File: config.mk
export PLATFORM = sky130hd
export DESIGN_NAME = decode_alu_stage
export DESIGN_NICKNAME = d
export VERILOG_FILES = /design/src/rtl/decode_alu_stage.sv
export SDC_FILE = /design/constraint.sdc
export NUM_CORES = 1
export LEC_CHECK = 0
export ABC_CLOCK_PERIOD_IN_PS = 3700
export CAP_MARGIN = 10
export CORE_UTILIZATION = 34
export DETAILED_ROUTE_END_ITERATION = 16
export GPL_TIMING_DRIVEN = 0
export SYNTH_ARGS = -nofsm -noshare
export SYNTH_HDL_FRONTEND = slang
export SYNTH_SLANG_ARGS = --single-unit
File: constraint.sdc
create_clock -name clk -period 3.7 [get_ports clk]
set_clock_uncertainty 0.2 [all_clocks]
set_input_delay 0.925 -clock clk [delete_from_list [all_inputs] [get_ports clk]]
set_output_delay 0.925 -clock clk [all_outputs]
set_load 0.005 [all_outputs]
File: src/rtl/decode_alu_stage.sv
// Decode stage for OP-IMM / OP instructions: produces ALU code, operand-B select and
// extended immediate, delivered through a 2-entry in-order buffer with a ready/valid handshake.

`ifndef ALU_NOP
`define ALU_NOP   5'd0
`define ALU_ADD   5'd1
`define ALU_SUB   5'd2
`define ALU_SLL   5'd3
`define ALU_SLT   5'd4
`define ALU_SLTU  5'd5
`define ALU_XOR   5'd6
`define ALU_SRL   5'd7
`define ALU_SRA   5'd8
`define ALU_OR    5'd9
`define ALU_AND   5'd10
`define ALU_ADDI  5'd11
`define ALU_SLTI  5'd12
`define ALU_SLTIU 5'd13
`define ALU_XORI  5'd14
`define ALU_ORI   5'd15
`define ALU_ANDI  5'd16
`define ALU_SLLI  5'd17
`define ALU_SRLI  5'd18
`define ALU_SRAI  5'd19
`endif

module decode_alu_stage #(
    parameter int XLEN     = 32,
    parameter int EN_RTYPE = 1,
    parameter int CNT_W    = 8
) (
    input  logic             clk,
    input  logic             rst_n,
    input  logic             in_valid,
    output logic             in_ready,
    input  logic [31:0]      instr,
    input  logic             flush,
    output logic             out_valid,
    input  logic             out_ready,
    output logic [4:0]       rd,
    output logic [4:0]       rs1,
    output logic [4:0]       rs2,
    output logic [XLEN-1:0]  imm_ext,
    output logic [4:0]       alu_control,
    output logic             use_imm,
    output logic             illegal,
    output logic [CNT_W-1:0] illegal_cnt
);

    localparam logic [6:0] OPC_OP_IMM = 7'b0010011;
    localparam logic [6:0] OPC_OP     = 7'b0110011;

    typedef struct packed {
        logic [4:0]      rd;
        logic [4:0]      rs1;
        logic [4:0]      rs2;
        logic [XLEN-1:0] imm;
        logic [4:0]      alu;
        logic            use_imm;
        logic            illegal;
    } entry_t;

    entry_t           w_dec;
    logic [2:0]       w_funct3;
    logic [6:0]       w_funct7;
    logic             w_shamt_ok;
    logic [5:0]       w_shamt;

    entry_t           r_buf0;
    entry_t           r_buf1;
    logic [1:0]       r_count;
    logic             r_in_ready;
    logic [CNT_W-1:0] r_ill_cnt;

    logic             w_out_valid;
    logic             w_push;
    logic             w_pop;
    logic [1:0]       w_count_nxt;

    // NOTE: every field gets a default before the case tree, so no path leaves a latch.
    always_comb begin
        w_funct3       = instr[14:12];
        w_funct7       = instr[31:25];
        w_dec          = '0;
        w_dec.rd       = instr[11:7];
        w_dec.rs1      = instr[19:15];
        w_dec.rs2      = instr[24:20];
        w_dec.alu      = `ALU_NOP;
        w_dec.illegal  = 1'b1;
        // RV64 shifts borrow instr[25] as shamt[5]; only the bits above it must match.
        if (XLEN == 64) begin
            w_shamt_ok = (instr[31:26] == 6'b000000) || (instr[31:26] == 6'b010000);
            w_shamt    = instr[25:20];
        end else begin
            w_shamt_ok = (w_funct7 == 7'b0000000) || (w_funct7 == 7'b0100000);
            w_shamt    = {1'b0, instr[24:20]};
        end

        if (instr[6:0] == OPC_OP_IMM) begin
            case (w_funct3)
                3'b001: begin
                    if (w_shamt_ok && !instr[30]) begin
                        w_dec.alu     = `ALU_SLLI;
                        w_dec.imm     = XLEN'(w_shamt);
                        w_dec.use_imm = 1'b1;
                        w_dec.illegal = 1'b0;
                    end
                end
                3'b101: begin
                    if (w_shamt_ok) begin
                        w_dec.alu     = instr[30] ? `ALU_SRAI : `ALU_SRLI;
                        w_dec.imm     = XLEN'(w_shamt);
                        w_dec.use_imm = 1'b1;
                        w_dec.illegal = 1'b0;
                    end
                end
                default: begin
                    case (w_funct3)
                        3'b000:  w_dec.alu = `ALU_ADDI;
                        3'b010:  w_dec.alu = `ALU_SLTI;
                        3'b011:  w_dec.alu = `ALU_SLTIU;
                        3'b100:  w_dec.alu = `ALU_XORI;
                        3'b110:  w_dec.alu = `ALU_ORI;
                        default: w_dec.alu = `ALU_ANDI;
                    endcase
                    w_dec.imm     = {{(XLEN-12){instr[31]}}, instr[31:20]};
                    w_dec.use_imm = 1'b1;
                    w_dec.illegal = 1'b0;
                end
            endcase
        end else if ((instr[6:0] == OPC_OP) && (EN_RTYPE != 0)) begin
            if (w_funct7 == 7'b0000000) begin
                w_dec.illegal = 1'b0;
                case (w_funct3)
                    3'b000:  w_dec.alu = `ALU_ADD;
                    3'b001:  w_dec.alu = `ALU_SLL;
                    3'b010:  w_dec.alu = `ALU_SLT;
                    3'b011:  w_dec.alu = `ALU_SLTU;
                    3'b100:  w_dec.alu = `ALU_XOR;
                    3'b101:  w_dec.alu = `ALU_SRL;
                    3'b110:  w_dec.alu = `ALU_OR;
                    default: w_dec.alu = `ALU_AND;
                endcase
            end else if (w_funct7 == 7'b0100000 && (w_funct3 == 3'b000 || w_funct3 == 3'b101)) begin
                w_dec.illegal = 1'b0;
                w_dec.alu     = (w_funct3 == 3'b000) ? `ALU_SUB : `ALU_SRA;
            end
        end
    end

    assign w_out_valid = (r_count != 2'd0);
    assign w_pop       = w_out_valid & out_ready;
    assign w_push      = in_valid & r_in_ready & ~flush;

    always_comb begin
        w_count_nxt = r_count;
        if (flush) begin
            w_count_nxt = 2'd0;
        end else if (w_push && !w_pop) begin
            w_count_nxt = r_count + 2'd1;
        end else if (w_pop && !w_push) begin
            w_count_nxt = r_count - 2'd1;
        end
    end

    // NOTE: the buffer entries are reset too, so no stale decode can ever reach the outputs.
    always_ff @(posedge clk or negedge rst_n) begin
        if (!rst_n) begin
            r_buf0     <= '0;
            r_buf1     <= '0;
            r_count    <= 2'd0;
            r_in_ready <= 1'b0;
            r_ill_cnt  <= '0;
        end else begin
            // NOTE: non-blocking assignments so every register samples pre-edge values.
            r_count    <= w_count_nxt;
            r_in_ready <= (w_count_nxt != 2'd2);
            if (w_pop && r_buf0.illegal && (r_ill_cnt != '1)) begin
                r_ill_cnt <= r_ill_cnt + CNT_W'(1);
            end
            if (!flush) begin
                if (w_pop) begin
                    r_buf0 <= (w_push && r_count == 2'd1) ? w_dec : r_buf1;
                    if (w_push) begin
                        r_buf1 <= w_dec;
                    end
                end else if (w_push) begin
                    if (r_count == 2'd0) begin
                        r_buf0 <= w_dec;
                    end else begin
                        r_buf1 <= w_dec;
                    end
                end
            end
        end
    end

    assign in_ready    = r_in_ready;
    assign out_valid   = w_out_valid;
    assign rd          = w_out_valid ? r_buf0.rd      : 5'd0;
    assign rs1         = w_out_valid ? r_buf0.rs1     : 5'd0;
    assign rs2         = w_out_valid ? r_buf0.rs2     : 5'd0;
    assign imm_ext     = w_out_valid ? r_buf0.imm     : '0;
    assign alu_control = w_out_valid ? r_buf0.alu     : `ALU_NOP;
    assign use_imm     = w_out_valid & r_buf0.use_imm;
    assign illegal     = w_out_valid & r_buf0.illegal;
    assign illegal_cnt = r_ill_cnt;

endmodule

==> run summary, run 1 <==
Synth Register Bits: 79
Outcome: complete, no violations
Iteration-0 DRC Markers: 245
Worst path slowest cell: clkdlybuf4s50_1
Library cells used by synthesis: 55
Final Hold Viols: 0
Num CTS Buffers: 9
Vias in the first global route: 3508
Setup ws final: 142.9 ps
RSZ-0062 raised after global routing: false
Relative slew slack: 0.4267
Final setup violation count: 0
P per Cell Area: 698.9 nW/µm²
Top-area cell type share of the netlist area: 0.4729
GRT overflow: 0
CP endpoint kind: primary output
Hold buffers post-CTS: 0
Post-DP HPWL: 8.143 mm
Pin count of the biggest net entering global routing: 44
DR pass1 iterations: 4
Seq/Total Area, Yosys: 0.4729
Net count, final: 613
Placed cell count: 705
Gpl congestion: 0.8217
Postcts setup bufs: 0
Max IR drop VDD: 0.2739 mV
Area of the multi-input gates: 1921 µm²
Area of the mapped netlist: 4180 µm²
Initial antenna violation count: 0
Total of max-cap violations: 0
CTS tree: done
EDFF count, synth: 0
Min Tclk post-route: 3557 ps
Ys flop type: dfrtp_1
Area contributors post-synth: dfrtp_1, nand2_1, nor2b_1
Adder-cell share of the synthesized area: 0.02035
Synth-to-Final Area Change: 35.53%
Pre-CTS WS: -346.6 ps
Tot GR Track Use: 0.1843
Slew @ Worst Pin: 860.0 ps
Port-buffer cells: 98
Syn Inst Count: 459
Clock Sinks: 79
Compound-Gate Fraction of Synth Area: 0.1515
Sequential cell area: 1977 µm²
Max Slew Vio Count: 0
Worst EP required: 2570 ps
Ys Warns: 0
Post-Syn Nets: 502
ANT cells: 0
CTS max path bufs: 2
Synth Area per Inst: 9.107 µm²
Fill cells: 1157
DRT Wirelength: 11.67 mm
Final period utilization: 0.9614
Leakage power: 0.002397 µW
Vias after detailed routing: 3740
Share of layout cells above drive strength 1: 0.1130
# DRC: 0
Clk Latency, worst-skew pair: 330 ps
Largest area contributor in the netlist: dfrtp_1
Slowest Stage Delay on Critical Path: 490 ps
Post-Synth Simple-Gate Area: 0.2547
Fin cells: 722
Cell Chain, Critical Path: inv_1 > ha_1 > buf_2 > clkbuf_2 > nor2b_4 > buf_4 > clkdlybuf4s50_1
Largest family of logic cells by synthesized area: simple AND/OR/NAND/NOR gates
Ys async rst share: 1.000
Std-Cell Core Area: 12010 µm²
Std-Cell Rows: 40
Mux share of post-synthesis cell area: 0.002694
Root Buffer: clkbuf_16
XOR/XNOR share of the synthesized area: 0.02514
Maximum fanout along the worst path: 11
Clk slew on worst S/H paths: 70 ps
Worst hold path class: register to register
Worst path arrival time: 2430 ps
IO Pins: 101
First-pass GRT wire length: 18.32 mm
Initial Util: 0.3480
# H-tree levels: 3
Die width: 112.9 µm
Final ANT Viol Nets: 0
Die ar.: 12740 µm²
Vias/cell: 5.180
Crit path kind: register to primary output
Critical path startpoint category: register
Die height: 112.9 µm
FMAX: 0.2811 GHz
WL/cell: 16.16 µm
-- logic make-up after synthesis --
group | after synthesis
compound gates | 93
flops | 79
buf+inv | 56
simple gates | 211
mux | 1
xor+xnor | 12
fa+ha+maj | 7
-- placed cells by master (no fill, tap or decap), types with 6 or more instances in the layout --
cell type	count
clkbuf_16	9
ha_1	6
a21oi_1	21
clkbuf_1	17
buf_4	23
o31ai_1	9
nand3_1	7
nand2b_1	7
xor2_1	6
inv_1	7
nand2_1	96
nor2_1	30
a31oi_1	19
o21ai_0	13
xnor2_1	6
a22o_1	7
a32oi_1	7
nor4b_1	8
clkdlybuf4s50_1	97
nor2b_1	33
buf_2	9
dfrtp_1	79
-- final timing paths --
| path | slack (ps) | endpoint | start | depth (start not counted) |
|---|---|---|---|---|
| min | 270 | r_buf1[52] | r_buf1[52] | 2 |
| max in group asynchronous | 2340 | r_buf1[17] | rst_n | 2 |
| min reg2reg | 270 | r_buf1[52] | r_buf1[52] | 2 |
| max | 140 | imm_ext[15] | r_count[0] | 7 |
| min in group asynchronous | 360 | r_buf0[11] | rst_n | 1 |
| max reg2reg | 1180 | r_buf0[2] | r_count[0] | 7 |
-- critical path, delay by kind of cell (launching register included) --
kind / cells / cell delay, ps
buffers and inverters: 5 / 1210
flip-flops: 1 / 340
AND/OR/NAND/NOR: 1 / 310
adder cells (fa/ha/maj): 1 / 230
-- through the flow --
stage	hold WS, ps	utilization	total power (µW)	TNS, ps	instance area, µm²
2_1_floorplan	240.5	-	2202	0	4180
3_3_place_gp	255.7	0.4450	3086	-113340	5345
3_5_place_dp	261.8	0.4465	3111	-7085	5363
4_1_cts	277.0	0.4713	3981	0	5660
5_1_grt	292.4	0.4717	4209	0	5665
6_report	274.8	0.4717	3960	0	5665
-- cell usage after synthesis (all sizes together) (2+ instances only) --
cell	number
xnor2	6
and3	3
or4	3
o31ai	9
buf	31
a21oi	22
nand2b	7
clkbuf	18
o21ai	13
a22o	8
nand3	7
nor2	31
nor2b	34
nand4	2
a32oi	7
a21o	2
a31oi	19
inv	7
nand3b	3
nand2	96
xor2	6
dfrtp	79
ha	6
or2	3
nor3	2
o211ai	3
nor4b	8
nor4	3
-- area by class of cell --
| cell class | instances | share of cell area |
|---|---|---|
| clock buffer | 9 | 0.03975 |
| inverter | 7 | 0.004638 |
| buffer | 49 | 0.04925 |
| timing repair buffer | 99 | 0.1762 |
| multi-input combinational | 325 | 0.3390 |
| clock inverter | 7 | 0.009717 |
| sequential | 79 | 0.3489 |
| tap | 147 | 0.03246 |
-- flip-flops by register name, indices dropped and copies added (netlist names) --
signal / count
illegal_cnt: 8
in_ready: 1
r_buf0: 34
r_buf1: 34
r_count: 2
-- timing repair --
action | in CTS | in global routing
cloned | 1 | 0
gates resized for setup | 3 | 1
pin swaps | 0 | 0
endpoints found under the setup margin | 21 | 9
-- report_power, final --
part	switching, µW	leakage [µW]	internal [µW]	total (µW)
clock	387	0.000133	462	849
combinational	880	0.00126	965	1850
sequential	145	0.00100	1120	1270
total	1410	0.00240	2550	3960
-- metal layers --
metal	part of all wire	up-vias	GRT usage
met2	0.47	93	0.2938
met4	0.0075	0	0.04561
li1	-	1795	-
met5	0	-	0
met3	0.047	9	0.03160
met1	0.47	1843	0.2610
(Power assumes the default switching activity.)
==> inputs of run 2 (changes only) <==
--- a/config.mk
+++ b/config.mk
@@ -5,11 +5,12 @@
 export SDC_FILE = /design/constraint.sdc
 export NUM_CORES = 1
 export LEC_CHECK = 0
-export ABC_CLOCK_PERIOD_IN_PS = 3700
+export ABC_CLOCK_PERIOD_IN_PS = 4000
 export CAP_MARGIN = 10
 export CORE_UTILIZATION = 34
 export DETAILED_ROUTE_END_ITERATION = 16
 export GPL_TIMING_DRIVEN = 0
+export RECOVER_POWER = 25
 export SYNTH_ARGS = -nofsm -noshare
 export SYNTH_HDL_FRONTEND = slang
 export SYNTH_SLANG_ARGS = --single-unit
==> constraint.sdc (replaced) <==
create_clock -name clk -period 4 [get_ports clk]
set_clock_uncertainty 0.2 [all_clocks]
set_input_delay 1 -clock clk [delete_from_list [all_inputs] [get_ports clk]]
set_output_delay 1 -clock clk [all_outputs]
set_load 0.005 [all_outputs]
==> run 2 against run 1 <==
Compared with the run above: the run now ends with capacitance limit, slew limit left; global-route usage is 0.081 points lower; power shrank 7.9%; combinational power down 9%; highest routed layer unchanged.
==> run summary, run 2 (synthesis gave the netlist of run 1 again) <==
Fin cells: 721
Routed metal-1 wire length: 5.613 mm
Die height: 112.9 µm
P per Cell Area: 647.6 nW/µm²
ANT cells: 0
Tot GR Track Use: 0.1835
Setup ws final: 118.2 ps
Most common cell after layout, fill and taps aside: clkdlybuf4s50_1
Slew @ Worst Pin: 2033 ps
Net count, final: 612
Min Tclk post-route: 3882 ps
Hold buffers post-CTS: 0
Critical path startpoint category: register
Std-Cell Rows: 40
Clk slew on worst S/H paths: 70 ps
Final Hold Viols: 0
Final setup violation count: 0
Outcome: complete, but fails checks
Clk Latency, worst-skew pair: 340 ps
RSZ-0062 raised after global routing: false
Gpl congestion: 0.8217
Worst EP required: 2800 ps
Clock Sinks: 79
Worst path arrival time: 2680 ps
Initial antenna violation count: 0
Worst hold path class: register to register
Port-buffer cells: 98
WL/cell: 16.15 µm
Post_cts resized: 2
Total of max-cap violations: 1
Pre-CTS WS: -121.6 ps
Leakage power: 0.002380 µW
Final ANT Viol Nets: 0
WL met2: 5.428 mm
First-pass GRT wire length: 18.24 mm
Initial Util: 0.3480
Max IR drop VDD: 0.2535 mV
Max Slew Vio Count: 38
# DRC: 0
Postcts setup bufs: 0
CP endpoint kind: primary output
Post-DP HPWL: 8.143 mm
Vias/cell: 5.171
Iteration-0 DRC Markers: 223
Die width: 112.9 µm
Root Buffer: clkbuf_16
DRT Wirelength: 11.64 mm
Most frequent cells in the layout: clkdlybuf4s50_1, nand2_1, dfrtp_1
Fin Setup TNS: 0 ps
Crit path kind: register to primary output
Placed cell count: 705
Synth-to-Final Area Change: 34.72%
Die ar.: 12740 µm²
Worst hold slack: 275.3 ps
Relative slew slack: -0.3555
Vias in the first global route: 3493
Num CTS Buffers: 9
# H-tree levels: 3
Highest metal used: met4
Met3 wire length: 485 µm
CTS max path bufs: 2
FMAX: 0.2576 GHz
Std-Cell Core Area: 12010 µm²
Final period utilization: 0.9705
Share of layout cells above drive strength 1: 0.1080
Failing checks: capacitance limit, slew limit
DR pass1 iterations: 4
Vias after detailed routing: 3728
Maximum fanout along the worst path: 21
CTS tree: done
GRT overflow: 0
Pin count of the biggest net entering global routing: 44
IO Pins: 101
==> run 2: worst paths after layout <==
check,start,endpoint,slack [ps],cells past startpoint
worst max register to register,r_count[0],r_buf0[2],1480,7
worst min-delay path,r_buf1[52],r_buf1[52],280,2
max in group asynchronous,rst_n,r_buf1[17],590,2
worst min register to register,r_buf1[52],r_buf1[52],280,2
min in group asynchronous,rst_n,r_buf0[11],1040,1
worst max-delay path,r_count[0],imm_ext[18],120,7
==> run 2: layout make-up <==
class	instances	area, µm²
clock buffers	9	225.2
repair buffers	99	979.7
inverters	7	26.28
clock inverters	7	55.05
flip-flops and latches	79	1977
fillers	1159	6380
well taps	147	183.9
plain buffers	49	277.8
multi-input cells	324	1907
==> run 2: report_power, final <==
| part | internal (µW) | switching [µW] |
|---|---|---|
| registers | 1040 | 133 |
| clock network | 427 | 361 |
| logic | 882 | 808 |
| total | 2350 | 1300 |
==> run 2: critical path: stages, from the launching register on <==
cell	delay (ps)
dfrtp_1	380
inv_1	90
ha_1	210
buf_2	250
clkbuf_1	570
nor2b_4	220
buf_4	190
clkdlybuf4s50_1	440
==> run 2: routing by layer <==
layer	vias to the layer above	track usage
met5	-	0
met4	0	0.04561
met3	10	0.03160
met2	89	0.2914
met1	1839	0.2607
li1	1790	-
==> run 2: per-stage QoR <==
stage	util	area (µm²)	total power [µW]
finish	0.4689	5632	3647
global placement	0.4450	5345	2854
CTS	0.4704	5650	3671
global route	0.4689	5632	3873
floorplan	-	4180	2037
detailed placement	0.4465	5363	2878
